`config.mk`:
```
export PLATFORM = sky130hd
export DESIGN_NAME = mfcc_stream_ctrl
export DESIGN_NICKNAME = d
export VERILOG_FILES = /design/src/rtl/mfcc_ctrl_pkg.sv /design/src/rtl/mfcc_coef_fifo.sv /design/src/rtl/mfcc_stream_ctrl.sv
export SDC_FILE = /design/constraint.sdc
export NUM_CORES = 1
export LEC_CHECK = 0
export CAP_MARGIN = 10
export CORE_ASPECT_RATIO = 1.75
export CORE_MARGIN = 8
export CORE_UTILIZATION = 44
export CTS_CLUSTER_SIZE = 24
export DETAILED_ROUTE_END_ITERATION = 10
export PLACE_DENSITY = 0.73
export SYNTH_ARGS = -nofsm -noshare
export SYNTH_HDL_FRONTEND = slang
export SYNTH_SLANG_ARGS = --single-unit
```
`constraint.sdc`:
```
create_clock -name clk -period 15.15 [get_ports clk]
set_input_delay 3.03 -clock clk [delete_from_list [all_inputs] [get_ports clk]]
set_output_delay 3.03 -clock clk [all_outputs]
set_load 0.03 [all_outputs]
```
`src/rtl/mfcc_ctrl_pkg.sv`:
```
// mfcc_ctrl_pkg: shared FSM encoding, parameter defaults and config check for the MFCC stream controller
// FIFO entry layout is {last, fidx, data}, last in the MSB.
package mfcc_ctrl_pkg;
    typedef enum logic [2:0] {
        ST_IDLE  = 3'd0,
        ST_CHECK = 3'd1,
        ST_RUN   = 3'd2,
        ST_DRAIN = 3'd3,
        ST_ERR   = 3'd4
    } state_t;
    localparam int COEF_W_DEF = 32;
    localparam int FIDX_W_DEF = 16;
    function automatic logic cfg_bad(input logic [7:0] fs, input logic [7:0] ov,
                                     input logic [7:0] nc, input logic [31:0] depth);
        return fs == 8'd0 || ov >= fs || nc == 8'd0 || {24'd0, nc} > depth;
    endfunction
endpackage

```
`src/rtl/mfcc_coef_fifo.sv`:
```
// mfcc_coef_fifo: synchronous first-word-fall-through FIFO for MFCC coefficient entries
// Ports: clk, rst_n (async, active-low); push/din write; pop advances the head;
//        dout shows the head entry; full, empty, count report occupancy.
// A push on a full FIFO is dropped unless a pop happens in the same cycle; a pop on empty is ignored.
module mfcc_coef_fifo
    import mfcc_ctrl_pkg::*;
#(
    parameter int DEPTH = 16,
    parameter int W     = 1 + FIDX_W_DEF + COEF_W_DEF
) (
    input  logic                   clk,
    input  logic                   rst_n,
    input  logic                   push,
    input  logic                   pop,
    input  logic [W-1:0]           din,
    output logic [W-1:0]           dout,
    output logic                   full,
    output logic                   empty,
    output logic [$clog2(DEPTH):0] count
);
    localparam int AW = $clog2(DEPTH);
    logic [W-1:0]  mem [DEPTH];
    logic [AW-1:0] wr_ptr_q, wr_ptr_d, rd_ptr_q, rd_ptr_d;
    logic [AW:0]   cnt_q, cnt_d;
    logic          do_push, do_pop;
    assign empty = cnt_q == '0;
    assign full  = cnt_q == (AW+1)'(DEPTH);
    assign count = cnt_q;
    assign dout  = mem[rd_ptr_q];
    always_comb begin
        do_pop   = pop && !empty;
        do_push  = push && (!full || do_pop);
        wr_ptr_d = wr_ptr_q + AW'(do_push);
        rd_ptr_d = rd_ptr_q + AW'(do_pop);
        cnt_d    = cnt_q + (AW+1)'(do_push) - (AW+1)'(do_pop);
    end
    always_ff @(posedge clk or negedge rst_n) begin
        if (!rst_n) begin
            wr_ptr_q <= '0;
            rd_ptr_q <= '0;
            cnt_q    <= '0;
        end else begin
            wr_ptr_q <= wr_ptr_d;
            rd_ptr_q <= rd_ptr_d;
            cnt_q    <= cnt_d;
        end
    end
    always_ff @(posedge clk) begin
        if (do_push) mem[wr_ptr_q] <= din;
    end
endmodule

```
`src/rtl/mfcc_stream_ctrl.sv`:
```
// mfcc_stream_ctrl: run-time sequencer that credits audio into the MFCC pipeline and streams coefficients out
// Ports: clk, rst_n (async, active-low); start/stop control pulses; cfg_frame_size/cfg_overlap/
//        cfg_num_coeffs latched at start; audio_in/audio_valid/audio_ready upstream samples;
//        pipe_audio/pipe_valid registered sample strobe to the accelerator; mfcc_in/mfcc_in_valid
//        coefficient return; coef_out/coef_valid/coef_ready/coef_last/coef_fidx output stream;
//        busy, cfg_err, overflow status (timeout too when MFCC_TIMEOUT_EN is defined).
// Optional macro MFCC_TIMEOUT_EN adds a coefficient-return watchdog and the timeout port.
module mfcc_stream_ctrl
    import mfcc_ctrl_pkg::*;
#(
    parameter int FIFO_DEPTH  = 16,
    parameter int COEF_W      = COEF_W_DEF,
    parameter int FIDX_W      = FIDX_W_DEF,
    parameter int TIMEOUT_CYC = 4096
) (
    input  logic              clk,
    input  logic              rst_n,
    input  logic              start,
    input  logic              stop,
    input  logic [7:0]        cfg_frame_size,
    input  logic [7:0]        cfg_overlap,
    input  logic [7:0]        cfg_num_coeffs,
    input  logic [15:0]       audio_in,
    input  logic              audio_valid,
    output logic              audio_ready,
    output logic [15:0]       pipe_audio,
    output logic              pipe_valid,
    input  logic [COEF_W-1:0] mfcc_in,
    input  logic              mfcc_in_valid,
    output logic [COEF_W-1:0] coef_out,
    output logic              coef_valid,
    input  logic              coef_ready,
    output logic              coef_last,
    output logic [FIDX_W-1:0] coef_fidx,
    output logic              busy,
    output logic              cfg_err,
`ifdef MFCC_TIMEOUT_EN
    output logic              timeout,
`endif
    output logic              overflow
);
    localparam int EW = 1 + FIDX_W + COEF_W;
    localparam int CW = $clog2(FIFO_DEPTH) + 1;
    state_t            state_q, state_d;
    logic [7:0]        frame_q, frame_d, overlap_q, overlap_d, ncoef_q, ncoef_d;
    logic [7:0]        win_cnt_q, win_cnt_d, coef_cnt_q, coef_cnt_d;
    logic              first_win_q, first_win_d;
    logic [9:0]        reserved_q, reserved_d, outstanding_q, outstanding_d;
    logic [FIDX_W-1:0] fidx_q, fidx_d;
    logic [15:0]       pipe_audio_q, pipe_audio_d;
    logic              pipe_valid_q, pipe_valid_d, cfg_err_q, cfg_err_d, overflow_q, overflow_d;
    logic              fifo_full, fifo_empty;
    logic [CW-1:0]     fifo_cnt;
    logic [EW-1:0]     fifo_din, fifo_dout;
    logic [7:0]        win_len;
    logic [9:0]        need;
    logic              accept, win_end, coef_end;
`ifdef MFCC_TIMEOUT_EN
    localparam int WW = $clog2(TIMEOUT_CYC) + 1;
    logic [WW-1:0]     wd_cnt_q, wd_cnt_d;
    logic              timeout_q, timeout_d, wd_run;
`endif
    mfcc_coef_fifo #(.DEPTH(FIFO_DEPTH), .W(EW)) u_fifo (
        .clk   (clk),
        .rst_n (rst_n),
        .push  (mfcc_in_valid),
        .pop   (coef_ready),
        .din   (fifo_din),
        .dout  (fifo_dout),
        .full  (fifo_full),
        .empty (fifo_empty),
        .count (fifo_cnt)
    );
    assign busy       = state_q != ST_IDLE;
    assign coef_valid = !fifo_empty;
    assign coef_out   = fifo_empty ? '0 : fifo_dout[COEF_W-1:0];
    assign coef_fidx  = fifo_empty ? '0 : fifo_dout[COEF_W +: FIDX_W];
    assign coef_last  = !fifo_empty && fifo_dout[EW-1];
    assign pipe_audio = pipe_audio_q;
    assign pipe_valid = pipe_valid_q;
    assign cfg_err    = cfg_err_q;
    assign overflow   = overflow_q;
`ifdef MFCC_TIMEOUT_EN
    assign timeout    = timeout_q;
`endif
    always_comb begin
        win_len     = first_win_q ? frame_q : frame_q - overlap_q;
        // A new window is only admitted when the FIFO can absorb all its coefficients.
        need        = 10'(fifo_cnt) + reserved_q + 10'(ncoef_q);
        audio_ready = state_q == ST_RUN && (win_cnt_q != 8'd0 || need <= 10'(FIFO_DEPTH));
        accept      = audio_valid && audio_ready;
        win_end     = win_cnt_q == win_len - 8'd1;
        coef_end    = coef_cnt_q == ncoef_q - 8'd1;
        fifo_din    = {coef_end, fidx_q, mfcc_in};
        state_d       = state_q;
        frame_d       = frame_q;
        overlap_d     = overlap_q;
        ncoef_d       = ncoef_q;
        cfg_err_d     = cfg_err_q;
        pipe_valid_d  = accept;
        pipe_audio_d  = accept ? audio_in : pipe_audio_q;
        overflow_d    = overflow_q | (mfcc_in_valid && fifo_full && !coef_ready);
        win_cnt_d     = accept ? (win_end ? 8'd0 : win_cnt_q + 8'd1) : win_cnt_q;
        first_win_d   = first_win_q && !(accept && win_end);
        reserved_d    = reserved_q + ((accept && win_cnt_q == 8'd0) ? 10'(ncoef_q) : 10'd0)
                        - ((mfcc_in_valid && reserved_q != 10'd0) ? 10'd1 : 10'd0);
        outstanding_d = outstanding_q + {9'd0, accept && win_end}
                        - {9'd0, mfcc_in_valid && coef_end && outstanding_q != 10'd0};
        coef_cnt_d    = mfcc_in_valid ? (coef_end ? 8'd0 : coef_cnt_q + 8'd1) : coef_cnt_q;
        fidx_d        = fidx_q + FIDX_W'(mfcc_in_valid && coef_end);
`ifdef MFCC_TIMEOUT_EN
        timeout_d     = timeout_q;
        wd_run        = (state_q == ST_RUN || state_q == ST_DRAIN) && outstanding_q != 10'd0 && !mfcc_in_valid;
        wd_cnt_d      = wd_run ? wd_cnt_q + WW'(1) : '0;
`endif
        unique case (state_q)
            ST_IDLE, ST_ERR: begin
                if (start) begin
                    state_d       = ST_CHECK;
                    frame_d       = cfg_frame_size;
                    overlap_d     = cfg_overlap;
                    ncoef_d       = cfg_num_coeffs;
                    cfg_err_d     = 1'b0;
                    overflow_d    = 1'b0;
                    win_cnt_d     = 8'd0;
                    first_win_d   = 1'b1;
                    coef_cnt_d    = 8'd0;
                    fidx_d        = '0;
                    reserved_d    = 10'd0;
                    outstanding_d = 10'd0;
`ifdef MFCC_TIMEOUT_EN
                    timeout_d     = 1'b0;
`endif
                end
            end
            ST_CHECK: begin
                state_d   = cfg_bad(frame_q, overlap_q, ncoef_q, 32'(FIFO_DEPTH)) ? ST_ERR : ST_RUN;
                cfg_err_d = state_d == ST_ERR;
            end
            ST_RUN: begin
                if (stop) begin
                    // An unfinished window will never produce coefficients: drop its credit now.
                    state_d    = ST_DRAIN;
                    reserved_d = (win_cnt_d == 8'd0) ? reserved_d :
                                 (reserved_d >= 10'(ncoef_q)) ? reserved_d - 10'(ncoef_q) : 10'd0;
                    win_cnt_d  = 8'd0;
                end
            end
            ST_DRAIN: state_d = (outstanding_q == 10'd0 && fifo_empty) ? ST_IDLE : ST_DRAIN;
            default:  state_d = ST_IDLE;
        endcase
`ifdef MFCC_TIMEOUT_EN
        if (wd_run && wd_cnt_q == WW'(TIMEOUT_CYC - 1)) begin
            timeout_d     = 1'b1;
            state_d       = ST_ERR;
            reserved_d    = 10'd0;
            outstanding_d = 10'd0;
            win_cnt_d     = 8'd0;
            wd_cnt_d      = '0;
        end
`endif
    end
    always_ff @(posedge clk or negedge rst_n) begin
        if (!rst_n) begin
            state_q       <= ST_IDLE;
            frame_q       <= 8'd0;
            overlap_q     <= 8'd0;
            ncoef_q       <= 8'd0;
            win_cnt_q     <= 8'd0;
            coef_cnt_q    <= 8'd0;
            first_win_q   <= 1'b1;
            reserved_q    <= 10'd0;
            outstanding_q <= 10'd0;
            fidx_q        <= '0;
            pipe_audio_q  <= 16'd0;
            pipe_valid_q  <= 1'b0;
            cfg_err_q     <= 1'b0;
            overflow_q    <= 1'b0;
`ifdef MFCC_TIMEOUT_EN
            wd_cnt_q      <= '0;
            timeout_q     <= 1'b0;
`endif
        end else begin
            state_q       <= state_d;
            frame_q       <= frame_d;
            overlap_q     <= overlap_d;
            ncoef_q       <= ncoef_d;
            win_cnt_q     <= win_cnt_d;
            coef_cnt_q    <= coef_cnt_d;
            first_win_q   <= first_win_d;
            reserved_q    <= reserved_d;
            outstanding_q <= outstanding_d;
            fidx_q        <= fidx_d;
            pipe_audio_q  <= pipe_audio_d;
            pipe_valid_q  <= pipe_valid_d;
            cfg_err_q     <= cfg_err_d;
            overflow_q    <= overflow_d;
`ifdef MFCC_TIMEOUT_EN
            wd_cnt_q      <= wd_cnt_d;
            timeout_q     <= timeout_d;
`endif
        end
    end
endmodule

```
==> impl_results.md, run 1 <==
- Crit path capture type: register
- Synth Flop Type: edfxtp_1
- Least-Margin Pin Slew: 1.09 ns
- GPL Wtd Cong: 0.838
- Clock Power Share: 22.6%
- Vias in the first global route: 20,700
- CTS resizes: 0
- Avg Cell Area, Syn: 18.6 sq um
- Non-filler cells, final: 3,347
- Net switching power: 3.11 mW
- Yosys top cell area share: 62.6%
- Flop and latch count out of synthesis: 896
- Mapped cell area: 0.0376 sq mm
- Clk_skew: 0.0129 ns
- Ys Warns: 0
- Synth area leaders: edfxtp_1, mux4_2, dfrtp_1
- Critical path fanouts, max: 9
- CTS tree: built
- Combinational power share: 40.8%
- RSZ-0062 raised after global routing: no
- Most frequent cell after synthesis: edfxtp_1
- Initial antenna violation count: 1
- Pint: 5.79 mW
- Hold Crit Start: overflow
- Die Width: 237 um
- Cell variety after synth: 83
- Total Routing Usage GR: 17.1%
- Vias: 19,200
- Final core occ: 50.6%
- CTS Sinks: 896
- First DRT Iteration DRCs: 1,381
- Max Cap Viol: 0
- Final Hold Vio Count: 0
- Share of cells above drive strength 1: 19.9%
- Syn Nets: 2,193
- Vias per cell: 5.74
- Antenna-violating nets left: 0
- Num rows: 142
- WP data arrival: 8.37 ns
- Sw Share: 34.9%
- Register area share after synthesis: 70.0%
- Drt drc: 0
- Synth async-reset ratio: 12.5%
- Routed length per instance: 24.6 um
- Cells after Synth: 2,026
- Gr ovfl total: 0
- Die height: 403 um
- Synth top cells by count: edfxtp_1, mux4_2, dfrtp_1, nand2_1, inv_1
- Post-synth EDFFs: 784
- Largest net degree at the start of global routing: 146
- Hpwl dp: 45,700 um
- Period Utilization, post-route: 51.7%
- P_leak: 14.5 nW
- Syn-to-layout area delta: 14.6%
- Maximum VDD drop: 190 uV
- Setup Buffers After CTS: 0
- Worst Reg-to-Reg Cells: 29
- Final Slew Violations: 0
- Leading area contributor after synthesis: edfxtp_1
- Post-Route Setup TNS: 0 ns
- Placed insts: 3,199
- Min-delay worst type: reg2reg
- Global-route wire length before repair: 124,000 um
- DR pass1 iterations: 5
- Slew HR: 27.0%
- Clk pin slew, worst setup/hold paths: 0.07 ns
- Final setup viols: 0
- Hold Crit Depth: 2
- Root buffer cell: clkbuf_16
- Layout Nets: 2,369
- Critical Path Source Type: input pin
- Clock buffer count from CTS: 81
- Die Area: 0.0955 sq mm
- # port buffers: 149
- Minimum clock period: 7.84 ns
- I/O pin count: 150
- Core area: 0.0851 sq mm
- Worst Setup SP: audio_valid
- Register share of total power: 36.6%
- R2r startpoint: ncoef_q[1]
- Fmax: 0.128 GHz
- CP required: 15.69 ns
- CTS Hold Bufs: 0
- Longest Clk Path Bufs: 3
- Starting Density: 44.2%
- Status: finished, final reports clean
- PD cells: 207 mW/mm^2
- Routed WL: 82,400 um
- Skew-Pair Late Insertion Delay: 0.65 ns
- H-Tree Depth: 3
- Setup Crit Path Kind: in2reg
final timing paths:
check / to / slack, ns
min: overflow / 0.50
min reg2reg: overflow / 0.50
min in group asynchronous: pipe_audio[11] / 2.40
max: reserved_q[1] / 7.31
max in group asynchronous: win_cnt_q[4] / 11.44
max reg2reg: reserved_q[1] / 8.00
through the flow:
step	setup WS, ns	hold WS, ns	instance area, sq um	power, mW
after detailed placement	6.69	0.491	40500	6.97
after global placement	6.88	0.478	40500	6.84
after floorplan	7.37	0.450	37600	5.85
after CTS	7.22	0.515	43100	8.99
after global routing	7.04	0.526	43100	9.34
final	7.31	0.504	43100	8.90
registers in the layout (all words and copies together), names as in the netlist:
register         count
win_cnt_q            8
pipe_audio          16
reserved_q          10
u_fifo.mem         784
ncoef_q              8
cfg_err              1
state_q              3
overlap_q            8
pipe_valid           1
overflow             1
coef_cnt_q           8
first_win_q          1
frame_q              8
outstanding_q       10
u_fifo.count         5
fidx_q              16
u_fifo.rd_ptr_q      4
u_fifo.wr_ptr_q      4
worst max-delay path, stage by stage:
cell and delay (ns):
clkdlybuf4s50_1 0.46, or3b_1 0.45, nor4_1 0.32, buf_4 0.21
nand2_1 0.08, ha_1 0.29, inv_1 0.06, ha_1 0.22
fa_1 0.47, a21o_1 0.18, a21oi_1 0.21, o21bai_1 0.09
a21oi_1 0.24, xnor2_1 0.20, ha_1 0.35, nand4_1 0.15
inv_1 0.05, a221oi_1 0.34, nand2b_1 0.13, o21bai_1 0.20
o211a_1 0.34, a22o_1 0.28
cells by family (layout without fill, tap and decap cells):
family,Yosys count,after routing,synth area share (%)
flops,896,896,70.0
fa+ha+maj,88,88,3.15
compound gates,169,169,3.18
simple gates,353,353,4.76
other cells,0,1,0
xor+xnor,81,81,1.89
buf+inv,174,414,1.76
mux,265,265,15.2
power by group through the flow:
stage | combinational, mW | sequential (mW) | clock [mW]
final | 3.63 | 3.26 | 2.01
after detailed placement | 3.65 | 3.32 | 0
after floorplan | 2.69 | 3.16 | 0
after CTS | 3.67 | 3.27 | 2.06
after global routing | 3.90 | 3.30 | 2.14
after global placement | 3.55 | 3.29 | 0
area by class of cell:
| type | instances | area (sq um) |
|---|---|---|
| timing repair buffer | 178 | 1720 |
| multi-input combinational | 956 | 10700 |
| fill | 6690 | 42000 |
| clock inverter | 42 | 394 |
| antenna | 1 | 2.50 |
| tap | 1080 | 1350 |
| clock buffer | 105 | 2200 |
| inverter | 89 | 334 |
| sequential | 896 | 26400 |
routing by layer:
layer  share of wire [%]  GRT usage [%]  wire (um)
met5                   0              0          0
met2                  54           31.4      44400
met1                  38           20.0      31100
met3                 5.8           3.10       4750
met4                 2.7           5.83       2190
cells in the final DEF (no fill, tap or decap), types with 6 or more instances in the layout:
| master | n |
|---|---|
| a21oi_1 | 32 |
| mux4_2 | 245 |
| buf_4 | 29 |
| nand2b_1 | 12 |
| clkbuf_1 | 18 |
| dfrtp_1 | 107 |
| edfxtp_1 | 784 |
| a22o_1 | 9 |
| xor2_1 | 35 |
| nor2b_1 | 57 |
| fa_1 | 11 |
| nand4_1 | 12 |
| clkdlybuf4s50_1 | 148 |
| xnor2_1 | 46 |
| a21o_1 | 16 |
| nand2_1 | 93 |
| nor2_4 | 13 |
| and3_1 | 9 |
| o21ai_0 | 43 |
| inv_1 | 88 |
| mux2_2 | 16 |
| nor3_1 | 15 |
| o21bai_1 | 8 |
| clkinv_1 | 13 |
| clkinv_2 | 9 |
| nor2_1 | 72 |
| o211ai_1 | 6 |
| nand3_1 | 22 |
| or3_1 | 7 |
| ha_1 | 77 |
| clkbuf_16 | 83 |
Note: power is estimated with default switching activity, not from simulation.
==> run 2, diff against run 1 <==
==> constraint.sdc (replaced) <==
create_clock -name clk -period 8.1 [get_ports clk]
set_input_delay 1.62 -clock clk [delete_from_list [all_inputs] [get_ports clk]]
set_output_delay 1.62 -clock clk [all_outputs]
set_load 0.03 [all_outputs]
==> run 2 against run 1 <==
Against the previous run:
- sequential power up 86%
- clock power grew 96%
- largest cell class unchanged
- via count increased by 0.93%
- register-to-register slack lost 7.1 ns
- combinational power rose by 89%
- highest routed layer unchanged
- cell area rose by 0.40%
- first-iteration DRC count up 11%
- sequential cell count stayed put
- clock skew up 0.0051 ns
==> impl_results.md, run 2 (synthesis gave the netlist of run 1 again) <==
- Status: finished, final reports clean
- Longest Clk Path Bufs: 3
- Max Cap Viol: 0
- Share of cells above drive strength 1: 20.1%
- Num rows: 142
- Routed length per instance: 24.9 um
- Global-route wire length before repair: 127,000 um
- Largest Register: u_fifo.mem
- I/O pin count: 150
- Skew-Pair Late Insertion Delay: 0.66 ns
- Final Hold Vio Count: 0
- Syn-to-layout area delta: 15.0%
- Hold Crit Depth: 2
- Hpwl dp: 44,900 um
- First DRT Iteration DRCs: 1,538
- Area after DPL: 0.0405 sq mm
- Antenna-violating nets left: 0
- CTS Sinks: 896
- Drt drc: 0
- PD cells: 389 mW/mm^2
- WP data arrival: 7.76 ns
- CP dominant cell by count: ha_1
- Least-Margin Pin Slew: 1.20 ns
- Crit path capture type: register
- Setup Buffers After CTS: 0
- CTS Hold Bufs: 0
- Worst Reg-to-Reg Cells: 28
- Leading cell types in the layout, fill and taps excluded: edfxtp_1, mux4_2, clkdlybuf4s50_1, dfrtp_1, nand2_1
- Root buffer cell: clkbuf_16
- Crit path depth: 28
- Fmax: 0.139 GHz
- Routed WL: 83,400 um
- Min-delay worst type: reg2reg
- H-Tree Depth: 3
- Critical Path Source Type: register
- CP top delay family: compound AO/OA/AOI/OAI gates
- DR pass1 iterations: 5
- Final Slew Violations: 0
- CTS resizes: 0
- Largest net degree at the start of global routing: 114
- CP required: 8.64 ns
- Fin Hold WS: 0.501 ns
- Minimum clock period: 7.21 ns
- Setup Crit Path Kind: reg2reg
- GPL Wtd Cong: 0.875
- Total Power: 16.9 mW
- Clk_skew: 0.0180 ns
- Maximum VDD drop: 428 uV
- Die Width: 237 um
- Vias: 19,400
- Period Utilization, post-route: 89.0%
- Gr ovfl total: 0
- Largest stage delay on the critical path: 0.57 ns
- Critical path fanouts, max: 9
- Largest register FFs: 784
- CP max stage cell: fa_1
- Die height: 403 um
- Design Area, Final: 0.0433 sq mm
- CTS tree: built
- Vias in the first global route: 20,900
- Core area: 0.0851 sq mm
- Slew HR: 19.6%
- Layout Nets: 2,367
- # port buffers: 149
- Clock buffer count from CTS: 81
- Initial antenna violation count: 0
- Commonest non-fill, non-tap cell in the layout: edfxtp_1
- Antenna cells: 0
- Final setup viols: 0
- Vias per cell: 5.79
- Starting Density: 44.2%
- RSZ-0062 raised after global routing: no
- P_leak: 14.6 nW
- CP bufs+invs: 3
- Die Area: 0.0955 sq mm
- Post-Route Setup TNS: 0 ns
- Clk pin slew, worst setup/hold paths: 0.07 ns
- Total Routing Usage GR: 17.5%
-- run 2: cell count changes in the layout (fill, tap and decap cells not counted), sizes merged --
cell      before  now
inv           94   93
clkinv        29   31
diode          1    0
bufinv         4    9
buf           30   28
clkbuf       105  102
clkinvlp       4    5
-- run 2: final cells by class --
cell class / instances / area [sq um]
fillers: 6639 / 41800
flip-flops and latches: 896 / 26400
multi-input cells: 956 / 10700
clock buffers: 102 / 2170
repair buffers: 176 / 1730
well taps: 1080 / 1350
clock inverters: 49 / 593
inverters: 89 / 334
-- run 2: per-stage QoR --
step                      worst slack (ns)  utilization [%]  std cells
after floorplan                       1.45                -       2026
after global placement                1.26             47.6       3197
after detailed placement             0.987             47.6       3197
after CTS                            0.949             50.9       3348
after global routing                 0.454             50.9       3348
final                                0.887             50.9       3348
-- run 2: tightest hold or removal path, stage by stage, from the launching register on --
cell and delay, ns:
dfrtp_1 0.35, nand2_1 0.06, nand2_1 0.06
-- run 2: worst paths after layout --
path | endpoint | slack (ns) | startpoint
worst max-delay path | reserved_q[1] | 0.89 | ncoef_q[1]
worst min-delay path | overlap_q[0] | 0.50 | overlap_q[0]
worst max register to register | reserved_q[1] | 0.89 | ncoef_q[1]
worst min register to register | overlap_q[0] | 0.50 | overlap_q[0]
max in group asynchronous | u_fifo.rd_ptr_q[2] | 5.77 | rst_n
min in group asynchronous | pipe_audio[13] | 1.05 | rst_n
-- run 2: per-layer routing --
layer | part of all wire (%) | GRT usage [%] | routed length, um | up-vias
li1 | - | - | - | 8366
met1 | 38 | 20.8 | 31300 | 10200
met2 | 54 | 31.7 | 45000 | 716
met3 | 5.7 | 2.78 | 4740 | 136
met4 | 2.9 | 6.15 | 2390 | 0
met5 | 0 | 0 | 0 | -
-- run 2: report_power, final --
| group | internal, mW | switching [mW] | leakage [nW] |
|---|---|---|---|
| logic | 3.16 | 3.69 | 4.82 |
| registers | 5.62 | 0.441 | 8.42 |
| clock network | 2.22 | 1.72 | 1.33 |
==> run 3, diff against run 2 <==
--- a/config.mk
+++ b/config.mk
@@ -5,13 +5,14 @@
 export SDC_FILE = /design/constraint.sdc
 export NUM_CORES = 1
 export LEC_CHECK = 0
-export CAP_MARGIN = 10
+export CAP_MARGIN = 15
 export CORE_ASPECT_RATIO = 1.75
 export CORE_MARGIN = 8
-export CORE_UTILIZATION = 44
+export CORE_UTILIZATION = 23
 export CTS_CLUSTER_SIZE = 24
 export DETAILED_ROUTE_END_ITERATION = 10
-export PLACE_DENSITY = 0.73
+export PLACE_DENSITY = 0.49
 export SYNTH_ARGS = -nofsm -noshare
 export SYNTH_HDL_FRONTEND = slang
 export SYNTH_SLANG_ARGS = --single-unit
+export TNS_END_PERCENT = 10
==> run 3 against run 2 <==
Against the previous run:
- register-to-register slack improved by 0.09 ns
- via count decreased by 0.39%
- sequential cell count unchanged
- utilization decreased by 23 points
- critical endpoint is now reserved_q[0]
- first-iteration DRC count decreased by 12%
- setup slack improved by 0.092 ns
- clock power increased by 7.4%
- global-route usage decreased by 6.7 points
- sequential share of layout area decreased by 2.3 points
- hold slack got worse by 0.012 ns
- wire length increased by 16%
==> impl_results.md, run 3 (synthesis gave the netlist of run 1 again) <==
- Final Hold Vio Count: 0
- DR pass1 iterations: 5
- First DRT Iteration DRCs: 1,352
- WP data arrival: 7.69 ns
- Fmax: 0.140 GHz
- CP required: 8.67 ns
- Skew-Pair Late Insertion Delay: 0.69 ns
- GPL Wtd Cong: 0.789
- RSZ-0062 raised after global routing: no
- Root buffer cell: clkbuf_16
- Vias: 19,300
- CTS resizes: 0
- Commonest non-fill, non-tap cell in the layout: edfxtp_1
- Pint: 11.2 mW
- Drt drc: 0
- Register share of total power: 35.1%
- Vias per cell: 4.31
- # port buffers: 149
- CTS tree: built
- Clock Power Share: 24.4%
- Total Routing Usage GR: 10.8%
- Share of cells above drive strength 1: 20.8%
- Slew HR: 31.8%
- Die Area: 0.177 sq mm
- Layout Nets: 2,394
- Clk pin slew, worst setup/hold paths: 0.06 ns
- CP bufs+invs: 4
- CP max stage cell: fa_1
- Max Cap Viol: 0
- Sw Share: 35.4%
- CP top delay family: adder cells
- Final Slew Violations: 0
- Largest register FFs: 784
- Gr ovfl total: 0
- Routed length per instance: 21.5 um
- Clock buffer count from CTS: 91
- Final setup viols: 0
- Core area: 0.163 sq mm
- Vias in the first global route: 21,600
- CTS Hold Bufs: 0
- I/O pin count: 150
- Die height: 551 um
- Hpwl dp: 53,700 um
- Combinational power share: 40.5%
- Critical Path Source Type: register
- PD cells: 385 mW/mm^2
- Antenna-violating nets left: 0
- CP dominant cell by count: ha_1
- Minimum clock period: 7.12 ns
- Setup Buffers After CTS: 0
- Critical path fanouts, max: 9
- Leading cell types in the layout, fill and taps excluded: edfxtp_1, mux4_2, clkdlybuf4s50_1, dfrtp_1, nand2_1
- Largest net degree at the start of global routing: 125
- Longest Clk Path Bufs: 3
- Global-route wire length before repair: 142,000 um
- Largest Register: u_fifo.mem
- Crit path capture type: register
- Least-Margin Pin Slew: 1.02 ns
- Min-delay worst type: reg2reg
- Area after DPL: 0.0420 sq mm
- CTS Sinks: 896
- H-Tree Depth: 3
- Num rows: 196
- Routed WL: 96,500 um
- Die Width: 322 um
- Largest stage delay on the critical path: 0.56 ns
- Setup Crit Path Kind: reg2reg
- Starting Density: 23.1%
- P_leak: 14.8 nW
- Clk_skew: 0.0337 ns
- Initial antenna violation count: 3
- Status: finished, final reports clean
- Syn-to-layout area delta: 19.6%
- Design Area, Final: 0.0450 sq mm
- Net switching power: 6.14 mW
- Maximum VDD drop: 203 uV
- Post-Route Setup TNS: 0 ns
- Period Utilization, post-route: 87.9%
==> run 3: cell count changes in the layout (fill, tap and decap cells not counted), sizes merged <==
cell	delta
diode	+1
buf	+17
clkinv	+12
clkbuf	+4
bufinv	+1
clkinvlp	-2
inv	-1
==> run 3: worst reg2reg max path: cells and delay by family, from the launching register on <==
kind,cells,cell delay [ns]
compound gates,11,2.48
flops,1,0.45
simple gates,6,0.92
buf+inv,4,0.43
xor+xnor,1,0.18
fa+ha+maj,7,2.53
==> run 3: worst paths after layout <==
kind                              start                 end  slack, ns  cells after the start
setup / recovery             ncoef_q[1]       reserved_q[0]       0.98                     29
hold / removal             overlap_q[0]        overlap_q[0]       0.49                      2
setup reg to reg             ncoef_q[1]       reserved_q[0]       0.98                     29
hold reg to reg            overlap_q[0]        overlap_q[0]       0.49                      2
max in group asynchronous         rst_n  u_fifo.rd_ptr_q[0]       5.61                      2
min in group asynchronous         rst_n       pipe_audio[8]       0.99                      1
==> run 3: layer usage <==
layer	routed length [um]	part of all wire, %	track usage [%]
met1	39500	41	12.8
met2	50400	52	19.4
met3	3740	3.9	1.76
met4	2770	2.9	3.93
met5	0	0	0
==> run 3: power by group through the flow <==
stage / clock [mW] / combinational (mW) / sequential [mW]
global route: 4.53 / 7.65 / 6.16
CTS: 4.37 / 7.18 / 6.10
finish: 4.23 / 7.03 / 6.08
global placement: 0 / 7.00 / 6.16
floorplan: 0 / 5.03 / 5.91
detailed placement: 0 / 7.14 / 6.20
==> run 3: metrics by stage <==
step / utilization (%) / setup slack [ns] / hold slack [ns] / cells / total power [mW]
after global placement: 25.8 / 1.15 / 0.469 / 4312 / 13.2
after floorplan: - / 1.45 / 0.450 / 2026 / 10.9
after CTS: 27.6 / 0.988 / 0.495 / 4477 / 17.7
after detailed placement: 25.8 / 1.01 / 0.483 / 4312 / 13.3
final: 27.6 / 0.979 / 0.489 / 4478 / 17.3
after global routing: 27.6 / 0.494 / 0.532 / 4478 / 18.3
==> run 3: cell type report <==
cell class	instances	area (sq um)
Clock buffer	106	2360
Sequential cell	896	26400
Tap cell	2178	2730
Antenna cell	1	2.50
Clock inverter	59	623
Timing Repair Buffer	193	1860
Fill cell	16300	118000
Multi-Input combinational cell	956	10700
Inverter	89	334
